===== src/rtl/fu_wb_stage_multi.sv =====
// Multi-channel writeback register stage: one DEPTH-entry FIFO per FU channel feeding the
// PRF write ports and ROB finish strobes, with valid/ready backpressure and flush.
module fu_wb_stage_multi #(
    parameter int NCH    = 4,
    parameter int DEPTH  = 2,
    parameter int DW     = 32,
    parameter int PRF_AW = 6,
    parameter int ROB_AW = 6
) (
    input  logic                                 clk,
    input  logic                                 rst_n,
    input  logic                                 flush,
    input  logic [NCH-1:0]                       in_valid,
    output logic [NCH-1:0]                       in_ready,
    input  logic [NCH-1:0]                       in_prf_wen,
    input  logic [NCH*PRF_AW-1:0]                in_prf_addr,
    input  logic [NCH*DW-1:0]                    in_prf_data,
    input  logic [NCH*ROB_AW-1:0]                in_rob_id,
    input  logic [NCH-1:0]                       out_ready,
    output logic [NCH-1:0]                       out_valid,
    output logic [NCH-1:0]                       out_prf_wen,
    output logic [NCH*PRF_AW-1:0]                out_prf_addr,
    output logic [NCH*DW-1:0]                    out_prf_data,
    output logic [NCH-1:0]                       out_set_finish,
    output logic [NCH*ROB_AW-1:0]                out_rob_id,
    output logic [NCH*($clog2(DEPTH)+1)-1:0]     occupancy
);

    localparam int PW = $clog2(DEPTH);
    localparam int CW = PW + 1;
    localparam int EW = 1 + PRF_AW + DW + ROB_AW;

    for (genvar c = 0; c < NCH; c++) begin : g_ch
        logic [EW-1:0] mem_q [DEPTH];
        logic [PW-1:0] wptr_q, wptr_d;
        logic [PW-1:0] rptr_q, rptr_d;
        logic [CW-1:0] cnt_q, cnt_d;
        logic          push, pop;
        logic [EW-1:0] wr_entry, head;

        // Entry layout, MSB first: {prf_wen, prf_addr, prf_data, rob_id}
        assign wr_entry = {in_prf_wen[c],
                           in_prf_addr[c*PRF_AW +: PRF_AW],
                           in_prf_data[c*DW +: DW],
                           in_rob_id[c*ROB_AW +: ROB_AW]};
        assign head     = mem_q[rptr_q];

        // Handshake flags come only from the registered count, so no ready/valid comb loop.
        assign in_ready[c]  = (cnt_q < CW'(DEPTH));
        assign out_valid[c] = (cnt_q != '0);
        assign push         = in_valid[c] & in_ready[c];
        assign pop          = out_valid[c] & out_ready[c];

        always_comb begin
            wptr_d = wptr_q;
            rptr_d = rptr_q;
            cnt_d  = cnt_q;
            if (push) wptr_d = wptr_q + PW'(1);
            if (pop)  rptr_d = rptr_q + PW'(1);
            if (push && !pop)      cnt_d = cnt_q + CW'(1);
            else if (!push && pop) cnt_d = cnt_q - CW'(1);
        end

        always_ff @(posedge clk) begin
            if (!rst_n || flush) begin
                wptr_q <= '0;
                rptr_q <= '0;
                cnt_q  <= '0;
            end else begin
                wptr_q <= wptr_d;
                rptr_q <= rptr_d;
                cnt_q  <= cnt_d;
            end
        end

        // Storage is never reset; the cleared count hides any stale contents.
        always_ff @(posedge clk) begin
            if (push) mem_q[wptr_q] <= wr_entry;
        end

        assign out_prf_wen[c]                    = out_valid[c] & head[EW-1];
        assign out_prf_addr[c*PRF_AW +: PRF_AW]  = head[EW-2 -: PRF_AW];
        assign out_prf_data[c*DW +: DW]          = head[ROB_AW +: DW];
        assign out_rob_id[c*ROB_AW +: ROB_AW]    = head[ROB_AW-1:0];
        assign out_set_finish[c]                 = out_valid[c];
        assign occupancy[c*CW +: CW]             = cnt_q;
    end

endmodule


===== config.mk =====
export PLATFORM = sky130hd
export DESIGN_NAME = fu_wb_stage_multi
export DESIGN_NICKNAME = d
export VERILOG_FILES = /design/src/rtl/fu_wb_stage_multi.sv
export SDC_FILE = /design/constraint.sdc
export NUM_CORES = 1
export LEC_CHECK = 0
export CAP_MARGIN = 20
export CORE_UTILIZATION = 51
export DETAILED_ROUTE_END_ITERATION = 8
export HOLD_SLACK_MARGIN = 0.1
export PLACE_DENSITY = 0.84
export SKIP_CTS_REPAIR_TIMING = 1
export SLEW_MARGIN = 25
export SYNTH_ARGS = -nofsm -noshare
export SYNTH_HDL_FRONTEND = slang
export SYNTH_SLANG_ARGS = --single-unit

===== constraint.sdc =====
create_clock -name clk -period 4.7 [get_ports clk]
set_clock_uncertainty 0.1 [all_clocks]
set_input_delay 0.47 -clock clk [delete_from_list [all_inputs] [get_ports clk]]
set_output_delay 0.47 -clock clk [all_outputs]
set_load 0.05 [all_outputs]

## Word-level counts from Yosys, hierarchy flattened

Memories as Yosys holds them, arrays and structs flattened. A register that Yosys moved wholly into a read port is not among the register bits.
Index checks and enable logic that the tools add are counted.

- $add $sub $neg: 16
- $lt $le $gt $ge: 4
- Mux-type cells: 24
- Bitwise logic cells: 12
- Reduce and logical (&&, ||, !) cells: 26

Operators by type and width:

| kind | number |
|---|---|
| $mux 1 | 16 |
| $mux 2 | 8 |
| $reduce_bool 2->1 | 8 |
| $and 1x1->1 | 12 |
| $logic_not 1->1 | 9 |
| $add 1x1->1 const B | 8 |
| $add 2x1->2 const B | 4 |
| $logic_and 1x1->1 | 8 |
| $lt 2x2->1 const B | 4 |
| $sub 2x1->2 const B | 4 |
| $logic_or 1x1->1 | 1 |

- Register bits after elaboration: 16
- Memory bits (writable): 360
- Word-level logic and storage cells: 98
- Memories: 4

Memories:

| memory | depth | width | read ports | clocked after memory_dff | write ports | line | RTL |
|---|---|---|---|---|---|---|---|
| g_ch[0].mem_q | 2 | 45 | 1 | 1 | 1 | 34 | `logic [EW-1:0] mem_q [DEPTH];` |
| g_ch[1].mem_q | 2 | 45 | 1 | 1 | 1 | 34 |  |
| g_ch[2].mem_q | 2 | 45 | 1 | 1 | 1 | 34 |  |
| g_ch[3].mem_q | 2 | 45 | 1 | 1 | 1 | 34 |  |

## Longest topological paths before layout

Gate-level depths: netlist of the first run.

- Depth after elaboration: 6
- Depth in mapped cells: 5

## Least setup slack after synthesis of the first run

OpenSTA, ideal clock, no wires.

- Kind: flip-flop to flip-flop
- Start: register g_ch[0].cnt_q[1]
- End: memory g_ch[0].mem_q[0][0] (netlist bit) (enable)
- Arrival: 2.869 ns
- Setup slack: 1.278 ns
- Cell stages (with the launch flop): 3
- Period minus slack after synthesis: 3.422 ns
- Cells stage by stage: dfxtp_1 > and2b_1 > nor2b_1

- Cells in the longest elaborated chain, start to end: 4

RTL lines:

| what | line | RTL |
|---|---|---|
| start: declaration | 37 | `logic [CW-1:0] cnt_q, cnt_d;` |
| start signal: assignment | 72 | `cnt_q <= cnt_d;` |
| $lt 2x2->1 | 49 | `assign in_ready[c] = (cnt_q < CW'(DEPTH));` |
| $and 1x1->1 | 51 | `assign push = in_valid[c] & in_ready[c];` |
| net g_ch[0].push | 38 | `logic push, pop;` |
| $mux 1 | 78 | `if (push) mem_q[wptr_q] <= wr_entry;` |
| $mux 1 (not written as such) | 78 |  |
| end: declaration | 34 |  |

The timed path passes the listed nets, and every way through them passes these cells.

==> results of run 1 <==
-- power by group --
group | switching [µW] | leakage [µW] | internal [µW] | total [µW]
Combinational | 851 | 0.00246 | 545 | 1400
Sequential | 69.9 | 0.00353 | 3910 | 3980
Clock | 1210 | 0.000581 | 1700 | 2910
Total | 2130 | 0.00658 | 6160 | 8290
-- Yosys cell counts (all sizes together) --
cell | number | area (µm²)
xnor2 | 4 | 35.03
xor2 | 12 | 105.1
edfxtp | 360 | 10810
dfxtp | 20 | 400.4
o21ai | 8 | 40.04
clkbuf | 2 | 7.510
and2 | 4 | 25.02
nand2b | 1 | 6.260
buf | 24 | 170.2
ha | 4 | 50.05
or3 | 4 | 25.02
mux2i | 4 | 40.04
nor2 | 24 | 90.09
mux2 | 176 | 1982
a21oi | 4 | 20.02
inv | 8 | 30.03
nor2b | 4 | 25.02
and2b | 4 | 30.03
-- state kept, by name (all words and copies together) (netlist names), named ones only --
name,count
g_ch.rptr_q,4
g_ch.mem_q,360
g_ch.cnt_q,8
g_ch.wptr_q,4
-- kinds of logic after synthesis --
logic type	synth area share, %
and+or+nand+nor	1.450
muxes	14.55
AOI/OAI and AO/OA	0.4323
xor gates and xnor gates	1.009
adders and majority gates	0.3603
buffers and inverters	1.495
DFF	80.70
-- cell type report --
type                            count  share of cell area, %
Sequential cell                   380                  57.83
Timing Repair Buffer              397                  20.69
Multi-Input combinational cell    253                  12.95
Clock buffer                       50                  5.241
Tap cell                          341                  2.198
Clock inverter                     18                 0.9155
Inverter                            8                 0.1547
Antenna cell                        1                0.01289
-- worst paths after layout --
check | slack (ns) | start | to
setup reg to reg | 2.44 | g_ch[2].cnt_q[1] | g_ch[2].mem_q[0][27]
setup / recovery | 1.47 | flop | out_prf_data[86]
hold / removal | 0.40 | g_ch[2].rptr_q | flop
hold reg to reg | 0.40 | g_ch[2].rptr_q | flop
-- layout by cell type, fill, tap and decap left out, drive strengths merged --
cell	count
buf	7
clkinv	10
o21ai	8
and2	4
diode	1
mux2	176
xor2	12
dfxtp	20
and2b	4
edfxtp	360
nor2b	4
clkbuf	50
inv	12
clkinvlp	1
xnor2	4
mux2i	4
ha	4
nand2b	1
clkdlybuf4s50	390
nor2	24
bufinv	3
a21oi	4
or3	4
-- routing by layer --
layer / track usage (%) / vias to the layer above / part of all wire [%]
met4: 8.535 / 2 / 3.3
met3: 7.082 / 66 / 9.1
li1: - / 3419 / -
met1: 23.17 / 3783 / 35
met2: 38.97 / 334 / 53
met5: 0 / - / 0.043
-- stage by stage --
step	setup slack (ns)	instances	cell area [µm²]	power, µW
global route	1.371	1448	19410	8525
CTS	1.308	1445	19350	8351
floorplan	1.278	667	13890	4878
finish	1.474	1448	19410	8291
global placement	1.872	1376	18110	5402
detailed placement	1.841	1377	18150	5437
-- critical path, delay by kind of cell, from the launching register on --
kind	cells	cell delay, ns
buf+inv	2	0.97
mux	1	0.34
flops	1	0.81
==> qor.csv, run 1 <==
stage,metric,value,unit
final_layout,area_growth_syn_to_layout,39.70,%
final_layout,seq_area,11220,µm²
timing,tns,0,ns
synth,postSynthAreaPerCell,20.83,µm²
timing,finalSetupViolCount,0,
die,die_width,167.0,µm
detailed_routing,avgRoutedWirePerCell,20.94,µm
detailed_routing,drc,0,
critical_path,crit_path_top_delay_cell,dfxtp_2,
power,irDropWorstVdd,0.0004068,V
timing,slew_headroom,34.93,%
global_routing,grt.overflow.total,0,
final_layout,multi_input_area,2514,µm²
timing,period_needed,3.226,ns
synth,synth_seq_cells,380,
critical_path,crit_required,4.13,ns
timing,worstMarginPinSlew,0.9761,ns
critical_path,reg2regPathDepth,3,
die,start_util,51.83,%
die,die_h,167.0,µm
timing,finalHoldViolCount,0,
die,die_area,27900,µm²
die,num_rows,60,
global_routing,grt_first_pass_wirelength,45230,µm
global_routing,grt_max_degree,46,
min_path,hp-class,reg2reg,
synth,syn-num-nets,862,
detailed_routing,drtAntennaViolNets,0,
placement,dp_hpwl,20680,µm
detailed_routing,drtIter0Drc,481,
critical_path,path_cells,"buf_16, mux2_2, clkdlybuf4s50_1",
min_path,hold-path-cell-count,2,
synth,synth_warnings,0,
final_layout,nFillCells,1603,
die,design.core.area,26800,µm²
cts,cts_buffer_depth,3,
critical_path,cp-end-kind,output pin,
die,ios,391,
detailed_routing,drt-vias-per-instance,5.251,
placement,io_buffers,390,
cts,htreeDepth,2,
critical_path,crit_fanout,27,
synth,synth_cell_types,19,
timing,rsz0062_at_grt,no,
synth,syn-instance-count,667,
critical_path,start_kind,flop,
critical_path,arrival,2.66,ns
timing,max_freq,310.0,MHz
placement,gp_congestion,0.7618,
final_layout,final_core_util,72.41,%
cts,numCtsBuffers,39,
cts,cts_tree,built,
detailed_routing,vias,7604,
final_layout,drive_above_1_share,22.24,%
run_status,status,finished clean,
detailed_routing,wl,30330,µm
detailed_routing,first_pass_iters,5,
timing,slew_violations,0,
cts,clkLatencyLatePin,0.52,ns
global_routing,grt_use_total,21.54,%
power,p_per_area,427.2,nW/µm²
critical_path,worstSetupPathType,reg2out,
final_layout,nets,1274,
synth,ys_seq_area_share,80.70,%
timing,period_share,68.63,%
power,leakagePower,0.006579,µW
synth,syn-cell-area,13890,µm²
cts,cts.sinks,380,
cts,clk_pin_slew,0.06,ns
critical_path,critPathMaxStageDelay,0.81,ns
global_routing,antenna_found_initial,2,
timing,holdWs,0.4038,ns
global_routing,grt_pass1_vias,8078,
job,maxCapViolations,0,
cts,clockRootBuffer,clkbuf_16,
Note: power is estimated with default switching activity, not from simulation.
==> run 2: changes to the inputs <==
--- a/config.mk
+++ b/config.mk
@@ -6,10 +6,10 @@
 export NUM_CORES = 1
 export LEC_CHECK = 0
 export CAP_MARGIN = 20
-export CORE_UTILIZATION = 51
+export CORE_UTILIZATION = 48
 export DETAILED_ROUTE_END_ITERATION = 8
 export HOLD_SLACK_MARGIN = 0.1
-export PLACE_DENSITY = 0.84
+export PLACE_DENSITY = 0.79
 export SKIP_CTS_REPAIR_TIMING = 1
 export SLEW_MARGIN = 25
 export SYNTH_ARGS = -nofsm -noshare
==> constraint.sdc (replaced) <==
create_clock -name clk -period 3.3 [get_ports clk]
set_clock_uncertainty 0.1 [all_clocks]
set_input_delay 0.33 -clock clk [delete_from_list [all_inputs] [get_ports clk]]
set_output_delay 0.33 -clock clk [all_outputs]
set_load 0.05 [all_outputs]
==> qor.csv, run 2 (synthesis results as in run 1) <==
stage,metric,value,unit
critical_path,crit_fanout,29,
job,maxCapViolations,0,
min_path,hp-class,in2reg,
critical_path,r2r-start,g_ch[0].cnt_q[1],
final_layout,final_core_util,69.38,%
detailed_routing,drtAntennaViolNets,0,
detailed_routing,drc,0,
min_path,hold-path-cell-count,1,
timing,period_share,88.91,%
global_routing,grt_max_degree,46,
detailed_routing,drt-vias-per-instance,4.977,
detailed_routing,wl,29900,µm
placement,gp_congestion,0.7563,
placement,io_buffers,390,
critical_path,arrival,2.50,ns
run_status,status,finished clean,
global_routing,antenna_found_initial,0,
critical_path,reg2regPathDepth,3,
cts,clockRootBuffer,clkbuf_16,
detailed_routing,vias,7435,
critical_path,cp-end-kind,output pin,
placement,dp_hpwl,20630,µm
timing,slew_violations,0,
critical_path,crit_required,2.87,ns
timing,finalSetupViolCount,0,
timing,tns,0,ns
power,leakagePower,0.006634,µW
timing,rsz0062_at_grt,no,
final_layout,largest-register,g_ch.mem_q,
die,die_width,172.1,µm
global_routing,grt_pass1_vias,7696,
critical_path,worstSetupPathType,reg2out,
placement,dp_cells,1423,
critical_path,r2r_slack,1.36,ns
die,start_util,49.33,%
final_layout,layoutNonFillerInstCount,1494,
cts,clk_pin_slew,0.06,ns
timing,max_freq,340.8,MHz
detailed_routing,first_pass_iters,4,
die,num_rows,61,
timing,period_needed,2.934,ns
global_routing,grt.overflow.total,0,
detailed_routing,drtIter0Drc,373,
timing,finalHoldViolCount,0,
final_layout,largest_register_ffs,360,
cts,numCtsBuffers,40,
cts,clkLatencyLatePin,0.51,ns
timing,worstMarginPinSlew,0.8827,ns
placement,place_ws,0.8928,ns
cts,htreeDepth,2,
global_routing,grt_use_total,19.62,%
critical_path,endpoint,out_rob_id[5],
final_layout,drive_above_1_share,22.60,%
final_layout,final_common_cell,clkdlybuf4s50_1,
die,ios,391,
cts,cts_buffer_depth,3,
die,die_area,29630,µm²
critical_path,start_kind,flop,
power,irDropWorstVdd,0.0005055,V
final_layout,area_growth_syn_to_layout,40.66,%
cts,cts_tree,built,
final_layout,final_cell_mix,"clkdlybuf4s50_1, edfxtp_1, mux2_2",
die,design.core.area,28160,µm²
detailed_routing,avgRoutedWirePerCell,20.02,µm
final_layout,top_regs,"g_ch.mem_q (360), g_ch.cnt_q (8)",
die,die_h,172.1,µm
timing,slew_headroom,41.15,%
timing,holdWs,0.2957,ns
cts,cts.sinks,380,
power,p_per_area,608.3,nW/µm²
critical_path,r2r_end,g_ch[0].mem_q[0][11],
timing,setup_ws,0.3658,ns
global_routing,grt_first_pass_wirelength,43010,µm
final_layout,nets,1282,
## run 2: changes by cell type in the layout (fill, tap and decap cells not counted), moves of 2 or more
cell       change
clkinv_2       -2
buf_16         -3
clkbuf_16      +3
inv_6          -3
clkbuf_8       +4
dfxtp_4        -3
buf_4          +6
and2_2         +4
clkbuf_1       +4
dfxtp_2        +3
buf_12         +4
and2_4         -4
## run 2: report_power, final
group	total (µW)	switching [µW]	internal, µW
Sequential	5650	77.2	5580
Combinational	2000	1230	773
Clock	4230	1660	2570
## run 2: stage by stage
stage,total power [µW],area (µm²)
2_1_floorplan,6943,13900
3_3_place_gp,7717,18290
3_5_place_dp,7754,18290
4_1_cts,12000,19540
5_1_grt,12280,19540
6_report,11890,19540
## run 2: per-layer routing
| metal | part of all wire, % | global-route usage [%] |
|---|---|---|
| met5 | 0 | 0 |
| met4 | 3.9 | 8.734 |
| met3 | 8.8 | 6.638 |
| met2 | 51 | 34.01 |
| met1 | 36 | 21.85 |
## run 2: how the worst min path moves through the flow
| stage | start | to | slack, ns |
|---|---|---|---|
| global placement | g_ch[0].rptr_q | flop | 0.38 |
| finish | in_prf_data[19] | g_ch[0].mem_q[1][25] | 0.30 |
| floorplan | in_rob_id[0] | g_ch[0].mem_q[0][0] | 0.33 |
| detailed placement | g_ch[3].rptr_q | flop | 0.39 |
| global route | in_prf_data[11] | g_ch[0].mem_q[0][17] | 0.27 |
| CTS | in_prf_data[4] | g_ch[0].mem_q[1][10] | 0.27 |
## run 2: worst max-delay path, stage by stage, from the launching register on
cell	delay, ns
dfxtp_2	0.62
buf_12	0.26
mux2_2	0.36
clkdlybuf4s50_1	0.73
## run 2: final cells by class
| cell class | instances | area [µm²] |
|---|---|---|
| flip-flops and latches | 380 | 11220 |
| fillers | 1801 | 8623 |
| repair buffers | 404 | 4059 |
| multi-input cells | 253 | 2509 |
| clock buffers | 61 | 1162 |
| well taps | 378 | 473.0 |
| clock inverters | 9 | 88.84 |
| inverters | 8 | 30.03 |
| diodes | 1 | 2.502 |
==> run 3: changes to the inputs <==
--- a/config.mk
+++ b/config.mk
@@ -5,7 +5,6 @@
 export SDC_FILE = /design/constraint.sdc
 export NUM_CORES = 1
 export LEC_CHECK = 0
-export CAP_MARGIN = 20
 export CORE_UTILIZATION = 48
 export DETAILED_ROUTE_END_ITERATION = 8
 export HOLD_SLACK_MARGIN = 0.1
==> results of run 3 <==
Final layout, timing and power as in run 2 (identical DEF).
